==> src/rtl/fifo_param_if.sv <==
// Handshake and status bundle between a fifo_param instance and its user.
// The user side takes the master modport and the FIFO takes the slave modport.
interface fifo_param_if #(
    parameter int unsigned DATA_W = 8,
    parameter int unsigned ADDR_W = 5
);
    logic              iPush;
    logic [DATA_W-1:0] iWrData;
    logic              iPop;
    logic              iClrErr;
    logic [DATA_W-1:0] oRdData;
    logic              oRdValid;
    logic              oFull;
    logic              oEmpty;
    logic              oAlmostFull;
    logic              oAlmostEmpty;
    logic [ADDR_W:0]   oCount;
    logic              oOverflow;
    logic              oUnderflow;

    modport master (
        output iPush, iWrData, iPop, iClrErr,
        input  oRdData, oRdValid, oFull, oEmpty, oAlmostFull, oAlmostEmpty,
               oCount, oOverflow, oUnderflow
    );

    modport slave (
        input  iPush, iWrData, iPop, iClrErr,
        output oRdData, oRdValid, oFull, oEmpty, oAlmostFull, oAlmostEmpty,
               oCount, oOverflow, oUnderflow
    );
endinterface

==> src/rtl/fifo_param.sv <==
// Parametrised synchronous FIFO with occupancy count, almost-full/almost-empty
// thresholds, sticky overflow/underflow flags and a selectable read mode
// (registered read, or first-word-fall-through when FWFT != 0).
module fifo_param #(
    parameter int unsigned DATA_W    = 8,
    parameter int unsigned ADDR_W    = 5,
    parameter int unsigned AFULL_TH  = 28,
    parameter int unsigned AEMPTY_TH = 4,
    parameter int unsigned FWFT      = 0
) (
    input logic         iClk,
    input logic         iRst,
    fifo_param_if.slave bus
);
    localparam int unsigned     DEPTH    = 2 ** ADDR_W;
    localparam logic [ADDR_W:0] DEPTH_C  = {1'b1, {ADDR_W{1'b0}}};
    localparam logic [ADDR_W:0] AFULL_C  = AFULL_TH[ADDR_W:0];
    localparam logic [ADDR_W:0] AEMPTY_C = AEMPTY_TH[ADDR_W:0];

    logic [DATA_W-1:0] mem_q [DEPTH];

    // One extra pointer bit so the pointers wrap modulo 2*DEPTH.
    logic [ADDR_W:0] wr_ptr_q, wr_ptr_d;
    logic [ADDR_W:0] rd_ptr_q, rd_ptr_d;
    logic [ADDR_W:0] count_q, count_d;
    logic            ovf_q, ovf_d;
    logic            udf_q, udf_d;

    logic full;
    logic empty;
    logic rd_acc;
    logic wr_acc;

    // Status flags decode straight from the count register.
    assign full  = (count_q == DEPTH_C);
    assign empty = (count_q == '0);

    // A pop frees a slot in the same cycle, so a full FIFO can still accept a push.
    assign rd_acc = bus.iPop & ~empty;
    assign wr_acc = bus.iPush & (~full | rd_acc);

    assign bus.oFull        = full;
    assign bus.oEmpty       = empty;
    assign bus.oAlmostFull  = (count_q >= AFULL_C);
    assign bus.oAlmostEmpty = (count_q <= AEMPTY_C);
    assign bus.oCount       = count_q;
    assign bus.oOverflow    = ovf_q;
    assign bus.oUnderflow   = udf_q;

    // Next-state for pointers, occupancy and sticky error flags.
    always_comb begin
        wr_ptr_d = wr_ptr_q;
        rd_ptr_d = rd_ptr_q;
        count_d  = count_q;
        if (wr_acc) wr_ptr_d = wr_ptr_q + 1'b1;
        if (rd_acc) rd_ptr_d = rd_ptr_q + 1'b1;
        unique case ({wr_acc, rd_acc})
            2'b10:   count_d = count_q + 1'b1;
            2'b01:   count_d = count_q - 1'b1;
            default: count_d = count_q;
        endcase
        // A new error in the same cycle as a clear keeps the flag set.
        ovf_d = (ovf_q & ~bus.iClrErr) | (bus.iPush & ~wr_acc);
        udf_d = (udf_q & ~bus.iClrErr) | (bus.iPop & ~rd_acc);
    end

    // Control state registers with synchronous reset.
    always_ff @(posedge iClk) begin
        if (iRst) begin
            wr_ptr_q <= '0;
            rd_ptr_q <= '0;
            count_q  <= '0;
            ovf_q    <= 1'b0;
            udf_q    <= 1'b0;
        end else begin
            wr_ptr_q <= wr_ptr_d;
            rd_ptr_q <= rd_ptr_d;
            count_q  <= count_d;
            ovf_q    <= ovf_d;
            udf_q    <= udf_d;
        end
    end

    // Storage write; contents are never reset, reset only blocks the write.
    always_ff @(posedge iClk) begin
        if (wr_acc && !iRst) mem_q[wr_ptr_q[ADDR_W-1:0]] <= bus.iWrData;
    end

    generate
        if (FWFT != 0) begin : g_fwft
            // Head word is shown directly; zero when there is nothing to show.
            assign bus.oRdData  = empty ? '0 : mem_q[rd_ptr_q[ADDR_W-1:0]];
            assign bus.oRdValid = ~empty;
        end else begin : g_reg
            logic [DATA_W-1:0] rd_data_q;
            logic              rd_valid_q;

            // Registered read: the popped word lands one cycle after the pop.
            // In the full+push+pop case this samples the pre-write word.
            always_ff @(posedge iClk) begin
                if (iRst) begin
                    rd_data_q  <= '0;
                    rd_valid_q <= 1'b0;
                end else begin
                    rd_valid_q <= rd_acc;
                    if (rd_acc) rd_data_q <= mem_q[rd_ptr_q[ADDR_W-1:0]];
                end
            end

            assign bus.oRdData  = rd_data_q;
            assign bus.oRdValid = rd_valid_q;
        end
    endgenerate
endmodule

==> src/flat_wrapper.sv <==
// flat-port wrapper written by rule: the top's interface ports become plain ports
module fifo_param_flat 
#(
    parameter int unsigned DATA_W    = 8,
    parameter int unsigned ADDR_W    = 5,
    parameter int unsigned AFULL_TH  = 28,
    parameter int unsigned AEMPTY_TH = 4,
    parameter int unsigned FWFT      = 0
)
  (iClk, iRst, bus_iPush, bus_iWrData, bus_iPop, bus_iClrErr, bus_oRdData, bus_oRdValid, bus_oFull, bus_oEmpty, bus_oAlmostFull, bus_oAlmostEmpty, bus_oCount, bus_oOverflow, bus_oUnderflow);
  fifo_param_if #(.DATA_W(DATA_W), .ADDR_W(ADDR_W)) bus_i ();
  input logic iClk;
  input logic iRst;
  input wire logic [$bits(bus_i.iPush)-1:0] bus_iPush;
  input wire logic [$bits(bus_i.iWrData)-1:0] bus_iWrData;
  input wire logic [$bits(bus_i.iPop)-1:0] bus_iPop;
  input wire logic [$bits(bus_i.iClrErr)-1:0] bus_iClrErr;
  output wire logic [$bits(bus_i.oRdData)-1:0] bus_oRdData;
  output wire logic [$bits(bus_i.oRdValid)-1:0] bus_oRdValid;
  output wire logic [$bits(bus_i.oFull)-1:0] bus_oFull;
  output wire logic [$bits(bus_i.oEmpty)-1:0] bus_oEmpty;
  output wire logic [$bits(bus_i.oAlmostFull)-1:0] bus_oAlmostFull;
  output wire logic [$bits(bus_i.oAlmostEmpty)-1:0] bus_oAlmostEmpty;
  output wire logic [$bits(bus_i.oCount)-1:0] bus_oCount;
  output wire logic [$bits(bus_i.oOverflow)-1:0] bus_oOverflow;
  output wire logic [$bits(bus_i.oUnderflow)-1:0] bus_oUnderflow;
  assign bus_i.iPush = bus_iPush;
  assign bus_i.iWrData = bus_iWrData;
  assign bus_i.iPop = bus_iPop;
  assign bus_i.iClrErr = bus_iClrErr;
  assign bus_oRdData = bus_i.oRdData;
  assign bus_oRdValid = bus_i.oRdValid;
  assign bus_oFull = bus_i.oFull;
  assign bus_oEmpty = bus_i.oEmpty;
  assign bus_oAlmostFull = bus_i.oAlmostFull;
  assign bus_oAlmostEmpty = bus_i.oAlmostEmpty;
  assign bus_oCount = bus_i.oCount;
  assign bus_oOverflow = bus_i.oOverflow;
  assign bus_oUnderflow = bus_i.oUnderflow;
  fifo_param #(.DATA_W(DATA_W), .ADDR_W(ADDR_W), .AFULL_TH(AFULL_TH), .AEMPTY_TH(AEMPTY_TH), .FWFT(FWFT)) u_core (.iClk(iClk), .iRst(iRst), .bus(bus_i));
endmodule
==> config.mk <==
export PLATFORM = sky130hd
export DESIGN_NAME = fifo_param_flat
export DESIGN_NICKNAME = d
export VERILOG_FILES = /design/src/rtl/fifo_param_if.sv /design/src/rtl/fifo_param.sv /design/src/flat_wrapper.sv
export SDC_FILE = /design/constraint.sdc
export NUM_CORES = 1
export LEC_CHECK = 0
export CAP_MARGIN = 10
export CORE_MARGIN = 1.5
export CORE_UTILIZATION = 60
export CTS_BUF_LIST = sky130_fd_sc_hd__clkbuf_4 sky130_fd_sc_hd__clkbuf_8 sky130_fd_sc_hd__clkbuf_16
export DETAILED_ROUTE_END_ITERATION = 10
export PLACE_DENSITY_LB_ADDON = 0.12
export SLEW_MARGIN = 20
export SYNTH_ARGS = -nofsm -noshare
export SYNTH_HDL_FRONTEND = slang
export SYNTH_SLANG_ARGS = --single-unit
==> constraint.sdc <==
create_clock -name iClk -period 3.1 [get_ports iClk]
set_input_delay 0.62 -clock iClk [delete_from_list [all_inputs] [get_ports iClk]]
set_output_delay 0.62 -clock iClk [all_outputs]
set_load 0.05 [all_outputs]
==> run_summary.xml <==
<?xml version="1.0" encoding="UTF-8"?>
<metrics>
  <group name="outcome">
    <metric name="status" unit="">completed</metric>
  </group>
  <group name="synth">
    <metric name="yosys_cell_types" unit="">56</metric>
    <metric name="postSynthNetCount" unit="">670</metric>
    <metric name="ys.flop_type" unit="">sky130_fd_sc_hd__edfxtp_1</metric>
    <metric name="post_synthesis_instance_total" unit="">647</metric>
    <metric name="ys_seq_elements" unit="">283</metric>
    <metric name="syn-mean-instance-area" unit="sq um">17.5</metric>
    <metric name="ys_async_sr_fraction" unit="%">0</metric>
    <metric name="netlist_area" unit="sq um">11300</metric>
    <metric name="yosys_warnings" unit="">0</metric>
    <metric name="seq_area_frac_synth" unit="%">72.7</metric>
    <metric name="synth_enable_flop_cells" unit="">256</metric>
  </group>
  <group name="global_routing">
    <metric name="grt_use_total" unit="%">24.1</metric>
    <metric name="grt.overflow.total" unit="">0</metric>
    <metric name="grt_pass1_vias" unit="">5958</metric>
    <metric name="grt_pass1_wl" unit="um">35200</metric>
    <metric name="grt_max_degree" unit="">33</metric>
    <metric name="grt_antenna_before_repair" unit="">0</metric>
  </group>
  <group name="setup_path">
    <metric name="crit_path_capture_type" unit="">output pin</metric>
    <metric name="crit_top_cell" unit="">sky130_fd_sc_hd__buf_4</metric>
    <metric name="timing.critical_path.cells" unit="">or4_1 &gt; buf_4 &gt; nor3_1 &gt; buf_4</metric>
    <metric name="critical-path-slowest-cell" unit="">sky130_fd_sc_hd__or4_1</metric>
    <metric name="reg2reg_from" unit="">u_core.bus.oCount[1]</metric>
    <metric name="critPathArrivalTime" unit="ns">2.31</metric>
    <metric name="setup.worst_path.start_class" unit="">flop</metric>
    <metric name="critPathKind" unit="">reg -&gt; out</metric>
    <metric name="crit_path_max_incr_delay" unit="ns">0.56</metric>
    <metric name="startpoint" unit="">u_core.bus.oCount[1]</metric>
    <metric name="timing.critical_path.required" unit="ns">2.48</metric>
    <metric name="cp_max_fo" unit="">8</metric>
  </group>
  <group name="pwr">
    <metric name="power.net_switching" unit="mW">2.86</metric>
    <metric name="pwr_density_cell" unit="nW/um^2">775</metric>
    <metric name="internal-power" unit="mW">7.22</metric>
    <metric name="finalPower" unit="mW">10.1</metric>
    <metric name="netSwitchingFraction" unit="%">28.3</metric>
    <metric name="total_leakage_power" unit="nW">4.17</metric>
    <metric name="power_frac_comb" unit="%">22.8</metric>
    <metric name="power_frac_seq" unit="%">44.0</metric>
    <metric name="clockPowerShare" unit="%">33.2</metric>
    <metric name="ir_drop" unit="V">0.000559</metric>
  </group>
  <group name="clocking">
    <metric name="cts_root_buffer" unit="">sky130_fd_sc_hd__clkbuf_16</metric>
    <metric name="cts_resized" unit="">1</metric>
    <metric name="htreeDepth" unit="">1</metric>
    <metric name="tritoncts" unit="">done</metric>
    <metric name="cts.hold.buffers_added" unit="">0</metric>
    <metric name="clock_buffers_created_by_tritoncts" unit="">28</metric>
    <metric name="clkSlewWorstSetupHoldPaths" unit="ns">0.06</metric>
    <metric name="worst_skew_pair_latency" unit="ns">0.54</metric>
    <metric name="clock_path_buffers" unit="">3</metric>
    <metric name="tritoncts_num_sinks" unit="">283</metric>
    <metric name="post-cts-setup-buffers" unit="">0</metric>
  </group>
  <group name="placement">
    <metric name="hpwl" unit="um">14800</metric>
    <metric name="postPlaceCellArea" unit="sq um">12100</metric>
    <metric name="place_congestion" unit="">0.893</metric>
    <metric name="port-buffer-count" unit="">33</metric>
  </group>
  <group name="timing">
    <metric name="tightestPinTransition" unit="ns">0.834</metric>
    <metric name="slew_violations" unit="">0</metric>
    <metric name="post-route-period-util" unit="%">94.5</metric>
    <metric name="hold_vio_cnt_final" unit="">0</metric>
    <metric name="tns_setup" unit="ns">0</metric>
    <metric name="timing.fmax" unit="MHz">341</metric>
    <metric name="fin_worst_skew" unit="ns">0.0201</metric>
    <metric name="worst_slew_margin_rel" unit="%">44.2</metric>
    <metric name="finalSetupViolations" unit="">0</metric>
    <metric name="grt_setup_unrepaired" unit="">false</metric>
    <metric name="min_period" unit="ns">2.93</metric>
  </group>
  <group name="final_layout">
    <metric name="nNetsFinal" unit="">733</metric>
    <metric name="layout-drive-gt1-share" unit="%">19.9</metric>
    <metric name="synthToLayoutAreaGrowth" unit="%">14.9</metric>
    <metric name="post-route-cell-area" unit="sq um">13000</metric>
    <metric name="antenna_cells" unit="">0</metric>
  </group>
  <group name="detailed_routing">
    <metric name="wire_per_inst" unit="um">24.1</metric>
    <metric name="drt_iter0_markers" unit="">476</metric>
    <metric name="post-route-drc-count" unit="">0</metric>
    <metric name="antenna_left" unit="">0</metric>
    <metric name="drt-pass1-iter-count" unit="">4</metric>
    <metric name="avgViaCountPerCell" unit="">6.20</metric>
    <metric name="route.final.wire_length" unit="um">23300</metric>
    <metric name="vias" unit="">5986</metric>
  </group>
  <group name="floorplanning">
    <metric name="design.core.area" unit="sq um">18600</metric>
    <metric name="dieWidth" unit="um">140</metric>
    <metric name="io_pins" unit="">34</metric>
    <metric name="floorplan.initialDensity" unit="%">60.9</metric>
    <metric name="die_height" unit="um">140</metric>
    <metric name="dieArea" unit="sq um">19700</metric>
    <metric name="placementRows" unit="">50</metric>
  </group>
  <group name="min_path">
    <metric name="min_from" unit="">u_core.bus.oOverflow</metric>
    <metric name="worstHoldPathType" unit="">reg -&gt; reg</metric>
  </group>
  <group name="flow_run">
    <metric name="drv_cap" unit="">0</metric>
  </group>
</metrics>
-- cells in the final DEF (no fill, tap or decap), drive strengths merged, types with 15 or more instances in the layout --
master         Yosys  final
mux2i             51     51
nand2             22     22
nor2              67     67
clkbuf            19     42
edfxtp           256    256
buf               18     38
dfxtp             27     27
clkdlybuf4s50      0     31
mux4              39     39
o22ai             15     15
-- final cells by class --
cell class / instances / area [sq um]
clock inverters: 10 / 80.1
multi-input cells: 322 / 2910
clock buffers: 42 / 861
inverters: 5 / 18.8
flip-flops and latches: 283 / 8230
repair buffers: 70 / 617
well taps: 234 / 293
fillers: 1184 / 5570
-- flip-flops by register name (all words and copies together) (netlist names) --
register	cells
u_core.wr_ptr_q	5
u_core.bus.oRdValid	1
u_core.rd_ptr_q	5
u_core.bus.oOverflow	1
u_core.bus.oRdData	8
u_core.bus.oUnderflow	1
u_core.bus.oCount	6
u_core.mem_q	256
-- through the flow --
stage	cells	utilization [%]	hold slack (ns)	worst slack (ns)
after global routing	966	70.0	0.507	0.0497
after CTS	966	70.0	0.479	0.135
final	966	70.0	0.479	0.170
after global placement	914	64.9	0.458	0.0858
after floorplan	647	-	0.482	0.0408
after detailed placement	914	64.9	0.465	0.0657
-- routing by layer --
metal  vias to the layer above  GRT usage [%]  routed length [um]  share of wire [%]
met3                        39           3.28                1210                5.2
li1                       2699              -                   -                  -
met2                       204           40.6               11600                 50
met1                      3044           33.9                9890                 43
met5                         -              0                   0                  0
met4                         0           6.04                 531                2.3
-- synthesized netlist by cell type (2+ instances only) --
library cell / n / area [sq um]
sky130_fd_sc_hd__edfxtp_1: 256 / 7690
sky130_fd_sc_hd__nor2_1: 66 / 248
sky130_fd_sc_hd__mux2i_1: 51 / 510
sky130_fd_sc_hd__mux4_2: 39 / 878
sky130_fd_sc_hd__dfxtp_1: 27 / 541
sky130_fd_sc_hd__nand2_1: 22 / 82.6
sky130_fd_sc_hd__clkbuf_1: 19 / 71.3
sky130_fd_sc_hd__o22ai_1: 15 / 93.8
sky130_fd_sc_hd__a22oi_1: 14 / 105
sky130_fd_sc_hd__a211oi_1: 10 / 75.1
sky130_fd_sc_hd__ha_1: 9 / 113
sky130_fd_sc_hd__buf_2: 8 / 40.0
sky130_fd_sc_hd__o2111ai_1: 7 / 61.3
sky130_fd_sc_hd__a21oi_1: 6 / 30.0
sky130_fd_sc_hd__a32o_1: 6 / 60.1
sky130_fd_sc_hd__nor2b_1: 6 / 37.5
sky130_fd_sc_hd__xor2_1: 6 / 52.6
sky130_fd_sc_hd__buf_1: 5 / 18.8
sky130_fd_sc_hd__inv_1: 5 / 18.8
sky130_fd_sc_hd__xnor2_1: 5 / 43.8
sky130_fd_sc_hd__buf_4: 4 / 30.0
sky130_fd_sc_hd__mux2_2: 4 / 45.0
sky130_fd_sc_hd__nand2b_1: 4 / 25.0
sky130_fd_sc_hd__nand3_1: 4 / 20.0
sky130_fd_sc_hd__nand3b_1: 4 / 30.0
sky130_fd_sc_hd__nand4_1: 4 / 25.0
sky130_fd_sc_hd__o21ai_0: 4 / 20.0
sky130_fd_sc_hd__nor3b_1: 3 / 22.5
sky130_fd_sc_hd__a31o_2: 2 / 17.5
sky130_fd_sc_hd__nor3_1: 2 / 10.0
sky130_fd_sc_hd__o21a_1: 2 / 15.0
sky130_fd_sc_hd__o31ai_1: 2 / 15.0
sky130_fd_sc_hd__or3_1: 2 / 12.5
sky130_fd_sc_hd__or3b_2: 2 / 17.5
-- power by group through the flow --
stage	clock network, mW	registers [mW]	logic (mW)
floorplan	0	4.71	1.41
global placement	0	4.51	2.25
global route	3.53	4.46	2.43
finish	3.35	4.44	2.29
CTS	3.38	4.44	2.30
detailed placement	0	4.52	2.29
-- worst paths after layout --
| path | cells after the start | endpoint | slack [ns] |
|---|---|---|---|
| max reg2reg | 9 | u_core.bus.oCount[5] | 0.22 |
| min | 2 | u_core.bus.oOverflow | 0.48 |
| min reg2reg | 2 | u_core.bus.oOverflow | 0.48 |
| max | 4 | bus_oEmpty | 0.17 |
-- kinds of logic (layout without fill, tap and decap cells) --
family / Yosys count / after routing / share of synthesized area (%)
AO/OA/AOI/OAI: 80 / 80 / 5.56
XOR/XNOR: 11 / 11 / 0.851
adder cells (fa/ha/maj): 10 / 10 / 1.17
buffers and inverters: 42 / 127 / 1.68
flip-flops: 283 / 283 / 72.7
multiplexers: 94 / 94 / 12.7
AND/OR/NAND/NOR: 127 / 127 / 5.37
-- critical path: cells and delay by family, from the launching register on --
kind / cells / cell delay, ns
buffers and inverters: 2 / 0.47
DFF: 1 / 0.37
and+or+nand+nor: 2 / 0.92
No activity file was read; power rests on OpenSTA's default activity.
